File: src/rtl/efb_wb_arbiter_pkg.sv
// Shared definitions for the EFB Wishbone arbiter: FSM encodings, EFB timer
// register addresses, requester indices and small lane/one-hot helpers.
package efb_wb_arbiter_pkg;

    // Arbiter FSM encodings; GAP is the mandatory idle cycle between EFB cycles.
    typedef enum logic [1:0] {
        ST_IDLE = 2'd0,
        ST_BUS  = 2'd1,
        ST_GAP  = 2'd2
    } state_t;

    // EFB timer/counter register addresses used by the typical requesters.
    localparam logic [7:0] TCCNT0 = 8'h65;
    localparam logic [7:0] TCCNT1 = 8'h66;

    // Requester indices: bit 0 is the LED-refresh poll, bit 1 the UART path.
    localparam int   NUM_REQ  = 2;
    localparam logic REQ_LED  = 1'b0;
    localparam logic REQ_UART = 1'b1;

    // Request patterns that matter to the arbitration decision.
    localparam logic [1:0] REQ_NONE = 2'b00;
    localparam logic [1:0] REQ_BOTH = 2'b11;

    // Extract requester idx's byte from a packed {req1, req0} 16-bit bus.
    function automatic logic [7:0] byte_lane(input logic [15:0] v, input logic idx);
        return idx ? v[15:8] : v[7:0];
    endfunction

    // One-hot done pattern for requester idx.
    function automatic logic [1:0] onehot(input logic idx);
        return idx ? 2'b10 : 2'b01;
    endfunction

endpackage

File: src/rtl/efb_wb_arbiter_if.sv
// Bundle of requester-side and Wishbone-side signals of the EFB arbiter.
// Names follow the arbiter's port list so waveforms read the same either way.
//
// Requester handshake: a requester raises its i_Req bit (level) together with
// its We/Addr/Wdata lane and holds it until its o_Done bit pulses for one
// cycle; it must drop i_Req in the cycle after o_Done, otherwise the level
// seen in IDLE is treated as a fresh request. o_Err qualifies o_Done (timeout),
// o_Rdata is valid in the o_Done cycle and held until the next o_Done.
interface efb_wb_arbiter_if;
    logic [1:0]  i_Req;
    logic [1:0]  i_We;
    logic [15:0] i_Addr;
    logic [15:0] i_Wdata;
    logic [1:0]  o_Done;
    logic        o_Err;
    logic [7:0]  o_Rdata;
    logic        o_Busy;
    logic        o_wb_cyc;
    logic        o_wb_stb;
    logic        o_wb_we;
    logic [7:0]  o_wb_adr;
    logic [7:0]  o_wb_dat;
    logic [7:0]  i_wb_dat;
    logic        i_wb_ack;

    // Arbiter side: it is the Wishbone master towards the EFB.
    modport master (
        input  i_Req, i_We, i_Addr, i_Wdata, i_wb_dat, i_wb_ack,
        output o_Done, o_Err, o_Rdata, o_Busy,
        output o_wb_cyc, o_wb_stb, o_wb_we, o_wb_adr, o_wb_dat
    );

    // Environment side: requesters plus the EFB slave.
    modport slave (
        output i_Req, i_We, i_Addr, i_Wdata, i_wb_dat, i_wb_ack,
        input  o_Done, o_Err, o_Rdata, o_Busy,
        input  o_wb_cyc, o_wb_stb, o_wb_we, o_wb_adr, o_wb_dat
    );
endinterface

File: src/rtl/efb_wb_arbiter.sv
// Two-requester round-robin arbiter in front of the EFB Wishbone slave port.
// Runs one 8-bit classic cycle at a time, aborts after TIMEOUT_CYCLES without
// ack, and always leaves one idle cycle between EFB cycles.
module efb_wb_arbiter
    import efb_wb_arbiter_pkg::*;
#(
    parameter int TIMEOUT_CYCLES = 64   // legal range 2..255
) (
    input  logic              i_Clock,
    input  logic              i_Reset_n,
    efb_wb_arbiter_if.master  bus,
    output state_t            o_dbg_state
);

    // Counter value of the last BUS cycle before the transfer is abandoned.
    localparam logic [7:0] TIMEOUT_LAST = 8'(TIMEOUT_CYCLES - 1);

    state_t      state, state_n;
    logic        gnt, gnt_n;            // requester owning the current cycle
    logic        last_ptr, last_ptr_n;  // last granted requester
    logic [7:0]  cnt, cnt_n;            // cycles spent in BUS
    logic        cyc, cyc_n;
    logic        we, we_n;
    logic [7:0]  adr, adr_n;
    logic [7:0]  dat, dat_n;
    logic [7:0]  rdata, rdata_n;
    logic [1:0]  done, done_n;
    logic        err, err_n;
    logic        pick;

    // Round robin: a lone requester wins; on a tie the one not granted last wins.
    assign pick = (bus.i_Req == REQ_BOTH) ? ~last_ptr : bus.i_Req[REQ_UART];

    // Next-state and next-output decode; everything holds unless changed below.
    always_comb begin
        state_n    = state;
        gnt_n      = gnt;
        last_ptr_n = last_ptr;
        cnt_n      = cnt;
        cyc_n      = cyc;
        we_n       = we;
        adr_n      = adr;
        dat_n      = dat;
        rdata_n    = rdata;
        done_n     = 2'b00;
        err_n      = 1'b0;

        case (state)
            ST_IDLE: begin
                if (bus.i_Req != REQ_NONE) begin
                    gnt_n      = pick;
                    last_ptr_n = pick;
                    we_n       = bus.i_We[pick];
                    adr_n      = byte_lane(bus.i_Addr, pick);
                    dat_n      = byte_lane(bus.i_Wdata, pick);
                    cyc_n      = 1'b1;
                    state_n    = ST_BUS;
                end
            end

            ST_BUS: begin
                // Ack wins over timeout, so an ack in the final cycle succeeds.
                if (bus.i_wb_ack) begin
                    cyc_n  = 1'b0;
                    done_n = onehot(gnt);
                    if (!we) begin
                        rdata_n = bus.i_wb_dat;
                    end
                    state_n = ST_GAP;
                end else if (cnt == TIMEOUT_LAST) begin
                    cyc_n   = 1'b0;
                    done_n  = onehot(gnt);
                    err_n   = 1'b1;
                    state_n = ST_GAP;
                end else begin
                    cnt_n = cnt + 8'd1;
                end
            end

            ST_GAP: begin
                // One cycle with cyc/stb low; requests are not looked at here.
                cnt_n   = 8'd0;
                state_n = ST_IDLE;
            end

            default: begin
                cyc_n   = 1'b0;
                cnt_n   = 8'd0;
                state_n = ST_IDLE;
            end
        endcase
    end

    // FSM state register.
    always_ff @(posedge i_Clock or negedge i_Reset_n) begin
        if (!i_Reset_n) begin
            state <= ST_IDLE;
        end else begin
            state <= state_n;
        end
    end

    // Bus, pointer, counter and result registers; reset drops cyc at once.
    always_ff @(posedge i_Clock or negedge i_Reset_n) begin
        if (!i_Reset_n) begin
            gnt      <= REQ_LED;
            last_ptr <= REQ_UART;   // so requester 0 wins the first tie
            cnt      <= 8'd0;
            cyc      <= 1'b0;
            we       <= 1'b0;
            adr      <= 8'd0;
            dat      <= 8'd0;
            rdata    <= 8'd0;
            done     <= 2'b00;
            err      <= 1'b0;
        end else begin
            gnt      <= gnt_n;
            last_ptr <= last_ptr_n;
            cnt      <= cnt_n;
            cyc      <= cyc_n;
            we       <= we_n;
            adr      <= adr_n;
            dat      <= dat_n;
            rdata    <= rdata_n;
            done     <= done_n;
            err      <= err_n;
        end
    end

    assign bus.o_wb_cyc = cyc;
    assign bus.o_wb_stb = cyc;
    assign bus.o_wb_we  = we;
    assign bus.o_wb_adr = adr;
    assign bus.o_wb_dat = dat;
    assign bus.o_Done   = done;
    assign bus.o_Err    = err;
    assign bus.o_Rdata  = rdata;
    assign bus.o_Busy   = (state != ST_IDLE);
    assign o_dbg_state  = state;

endmodule
File: src/flat_wrapper.sv
// flat-port wrapper written by rule: the top's interface ports become plain ports
module efb_wb_arbiter_flat import efb_wb_arbiter_pkg::*;
#(
    parameter int TIMEOUT_CYCLES = 64                        
)
  (i_Clock, i_Reset_n, o_dbg_state, bus_i_Req, bus_i_We, bus_i_Addr, bus_i_Wdata, bus_i_wb_dat, bus_i_wb_ack, bus_o_Done, bus_o_Err, bus_o_Rdata, bus_o_Busy, bus_o_wb_cyc, bus_o_wb_stb, bus_o_wb_we, bus_o_wb_adr, bus_o_wb_dat);
  efb_wb_arbiter_if bus_i ();
  input  logic i_Clock;
  input  logic i_Reset_n;
  output state_t o_dbg_state;
  input wire logic [$bits(bus_i.i_Req)-1:0] bus_i_Req;
  input wire logic [$bits(bus_i.i_We)-1:0] bus_i_We;
  input wire logic [$bits(bus_i.i_Addr)-1:0] bus_i_Addr;
  input wire logic [$bits(bus_i.i_Wdata)-1:0] bus_i_Wdata;
  input wire logic [$bits(bus_i.i_wb_dat)-1:0] bus_i_wb_dat;
  input wire logic [$bits(bus_i.i_wb_ack)-1:0] bus_i_wb_ack;
  output wire logic [$bits(bus_i.o_Done)-1:0] bus_o_Done;
  output wire logic [$bits(bus_i.o_Err)-1:0] bus_o_Err;
  output wire logic [$bits(bus_i.o_Rdata)-1:0] bus_o_Rdata;
  output wire logic [$bits(bus_i.o_Busy)-1:0] bus_o_Busy;
  output wire logic [$bits(bus_i.o_wb_cyc)-1:0] bus_o_wb_cyc;
  output wire logic [$bits(bus_i.o_wb_stb)-1:0] bus_o_wb_stb;
  output wire logic [$bits(bus_i.o_wb_we)-1:0] bus_o_wb_we;
  output wire logic [$bits(bus_i.o_wb_adr)-1:0] bus_o_wb_adr;
  output wire logic [$bits(bus_i.o_wb_dat)-1:0] bus_o_wb_dat;
  assign bus_i.i_Req = bus_i_Req;
  assign bus_i.i_We = bus_i_We;
  assign bus_i.i_Addr = bus_i_Addr;
  assign bus_i.i_Wdata = bus_i_Wdata;
  assign bus_i.i_wb_dat = bus_i_wb_dat;
  assign bus_i.i_wb_ack = bus_i_wb_ack;
  assign bus_o_Done = bus_i.o_Done;
  assign bus_o_Err = bus_i.o_Err;
  assign bus_o_Rdata = bus_i.o_Rdata;
  assign bus_o_Busy = bus_i.o_Busy;
  assign bus_o_wb_cyc = bus_i.o_wb_cyc;
  assign bus_o_wb_stb = bus_i.o_wb_stb;
  assign bus_o_wb_we = bus_i.o_wb_we;
  assign bus_o_wb_adr = bus_i.o_wb_adr;
  assign bus_o_wb_dat = bus_i.o_wb_dat;
  efb_wb_arbiter #(.TIMEOUT_CYCLES(TIMEOUT_CYCLES)) u_core (.i_Clock(i_Clock), .i_Reset_n(i_Reset_n), .bus(bus_i), .o_dbg_state(o_dbg_state));
endmodule
File: config.mk
export PLATFORM = sky130hd
export DESIGN_NAME = efb_wb_arbiter_flat
export DESIGN_NICKNAME = d
export VERILOG_FILES = /design/src/rtl/efb_wb_arbiter_pkg.sv /design/src/rtl/efb_wb_arbiter_if.sv /design/src/rtl/efb_wb_arbiter.sv /design/src/flat_wrapper.sv
export SDC_FILE = /design/constraint.sdc
export NUM_CORES = 1
export LEC_CHECK = 0
export BUFFER_PORTS_ARGS = -buffer_cell sky130_fd_sc_hd__buf_2
export CAP_MARGIN = 20
export CORE_ASPECT_RATIO = 0.6
export CORE_MARGIN = 4
export CORE_UTILIZATION = 35
export CTS_CLUSTER_DIAMETER = 200
export DETAILED_ROUTE_END_ITERATION = 6
export HOLD_SLACK_MARGIN = 0.1
export PLACE_DENSITY = 0.66
export SYNTH_ARGS = -nofsm -noshare
export SYNTH_HDL_FRONTEND = slang
export SYNTH_SLANG_ARGS = --single-unit
File: constraint.sdc
create_clock -name i_Clock -period 1.74 [get_ports i_Clock]
set_input_delay 0.522 -clock i_Clock [delete_from_list [all_inputs] [get_ports i_Clock]]
set_output_delay 0.522 -clock i_Clock [all_outputs]
set_load 0.01 [all_outputs]
==> flow_summary_export.csv <==
group,metric,value,unit
finish,stdcell_count,308,
critical_path,required,1220,ps
route,wl,4430,µm
floorplanning,fp.coreArea,0.00526,mm²
finish,multi_input_area,886,µm²
clocking,cts_buffers,5,
clocking,clockBufferDepth,2,
critical_path,path_max_fanout,5,
floorplanning,dieWidth,105,µm
global_route,grt_pass1_vias,1546,
power,vdd_ir_drop_max,0.806,mV
flow_run,max_cap_violations,0,
finish,layout_common_cells,"79 x buf_2, 39 x dfrtp_1, 35 x mux2_2, 13 x buf_4, 9 x mux2_4",
logic_synthesis,yosysWarnings,0,
finish,final_common_cell,"buf_2",
global_route,grt_usage,13.5,%
route,wl_per_cell,14.4,µm
clocking,insertion_delay,290,ps
floorplanning,start_util,37.5,%
timing,finClkSkew,8.57,ps
logic_synthesis,synthAdderAreaFrac,0.635,%
place,port-buffer-count,79,
finish,num_antenna_cells,0,
timing,drv_slew,0,
floorplanning,dieArea,0.00694,mm²
place,gp_congestion,0.776,
timing,slew-limit-headroom,77.8,%
route,vias,1490,
logic_synthesis,yosysTopAreaCellShare,50.8,%
finish,drive_above_1_share,63.6,%
critical_path,worstSetupEndpointType,"output pin",
place,place_hpwl,3470,µm
logic_synthesis,synth_cells,145,
finish,fin_nets,289,
clocking,cts_sinks,41,
timing,fin_crit_sh,95.3,%
critical_path,regToRegSetupSlack,90,ps
finish,seqCellArea,0.00103,mm²
critical_path,worstPathArrival,1140,ps
clocking,cts_max_level,2,
critical_path,start_kind,"flop",
global_route,overflow,0,
logic_synthesis,syn_nets,193,
place,dp.cells,298,
finish,final_util,51.1,%
critical_path,crit_type,"reg2out",
floorplanning,io_pins,80,
critical_path,critPathLaunch,"u_core.o_dbg_state[1]",
logic_synthesis,synth_top_cell_by_area,"dfrtp_1",
route,drtIter0Drc,36,
logic_synthesis,synthMuxAreaShare,27.3,%
logic_synthesis,synth.avg_cell_area,13.6,µm²
timing,setup_viol,0,
floorplanning,dieHeight,66.1,µm
worst_hold_path,min-delay-path-class,"in2async",
timing,fin_crit,1660,ps
route,vias_per_cell,4.84,
finish,n_fill_cell,495,
route,ant_nets,0,
route,drt_pre_antenna_iters,4,
logic_synthesis,yosysSeqAreaShare,52.1,%
global_route,grt_pass1_wl,7460,µm
logic_synthesis,synth_top_family_by_area,"multiplexers",
clocking,root_buffer,"clkbuf_8",
logic_synthesis,ys_seq_elements,41,
logic_synthesis,synth-xor-area-share,0,%
finish,area_growth,36.2,%
logic_synthesis,synthSimpleGateAreaFrac,9.01,%
power,leakage,1.33,nW
timing,setup-tns-final,0,ps
global_route,antenna_found_initial,0,
timing,hold_viol_final,0,
timing,rsz0062_at_grt,"false",
run_status,status,"finished clean",
clocking,clk_pin_slew,80,ps
logic_synthesis,synth_top_cells_by_area,"dfrtp_1 51%, mux2_2 20%, mux2_4 6.9%, nor2b_1 1.6%, dfstp_2 1.3%",
logic_synthesis,ys_types,34,
power,pwr_density_cell,1570,mW/mm²
floorplanning,floorplan.rows,20,
timing,worstMarginPinSlew,332,ps
critical_path,r2r_start,"u_core.cnt[0]",
route,drcViolationCount,0,
logic_synthesis,synth_compound_area_share,7.80,%
clocking,cts_tree,"yes",
global_route,grt_max_degree,19,
logic_synthesis,syn-cell-area,0.00197,mm²
timing,fmax,0.603,GHz
==> where the power goes <==
part	switching (mW)	internal [mW]
Clock	0.330	0.570
Sequential	0.237	1.36
Combinational	0.782	0.932
Total	1.35	2.86
==> final timing paths <==
kind,cells past startpoint,to
setup / recovery,4,bus_o_Busy
min in group i_Clock,2,u_core.last_ptr
setup reg to reg,4,u_core.cnt[0]
hold reg to reg,1,u_core.bus.o_Done[0]
hold / removal,1,u_core.bus.o_wb_adr[7]
max in group asynchronous,2,u_core.o_dbg_state[0]
==> state kept, by name, summed over array words and instances, names as in the netlist, 2 cells and up <==
signal               count
u_core.o_dbg_state       2
u_core.bus.o_Done        2
u_core.cnt               8
u_core.bus.o_wb_dat      8
u_core.bus.o_Rdata       8
u_core.bus.o_wb_adr      8
==> logic make-up after synthesis <==
kind of cell,after synthesis
AO/OA/AOI/OAI,20
adder cells (fa/ha/maj),1
buffers and inverters,11
flip-flops,41
multiplexers,45
AND/OR/NAND/NOR,27
==> layer usage <==
| layer | GRT usage [%] | wire (µm) |
|---|---|---|
| met1 | 18.8 | 2210 |
| met4 | 2.45 | 19 |
| met5 | 0 | 0 |
| met2 | 19.5 | 1800 |
| met3 | 5.85 | 398 |
==> area by class of cell <==
type	instances	area share, %
multi-input cells	93	33.0
flip-flops and latches	41	38.3
repair buffers	94	19.8
inverters	6	0.838
clock inverters	3	2.42
well taps	66	3.07
clock buffers	5	2.56
==> cell usage after synthesis (all sizes together) <==
cell,number
a311oi,2
ha,1
clkbuf,1
a21o,1
nor2,4
nand4b,1
mux2,44
and4,2
buf,4
and4bb,1
o21a,1
and4b,1
nor3,3
inv,6
dfrtp,40
nand2b,3
and3,4
a21oi,5
a31oi,4
o21ai,1
a211oi,3
mux2i,1
a221o,1
dfstp,1
a21boi,1
a21bo,1
nand2,2
nor2b,5
nand3,1
==> worst max-delay path, cell delays in order (launching register included) <==
cell     delay, ps
dfrtp_1        420
nor2_2         140
buf_4          130
inv_1           40
buf_2          130
==> through the flow <==
| step | hold slack, ps | area [µm²] | power, mW | setup WS, ps |
|---|---|---|---|---|
| after floorplan | 226 | 1970 | 2.60 | 79.8 |
| after global placement | 421 | 2530 | 3.29 | 35.4 |
| after detailed placement | 422 | 2530 | 3.31 | 13.7 |
| after CTS | 105 | 2680 | 4.25 | 24.1 |
| after global routing | 105 | 2690 | 4.52 | 6.06 |
| final | 98.4 | 2690 | 4.21 | 82.2 |
==> repair_timing <==
item	CTS	global route
resized for setup	1	1
setup buffers	1	1
setup endpoints to repair	1	1
hold buffers	0	0
(Power assumes the default switching activity.)
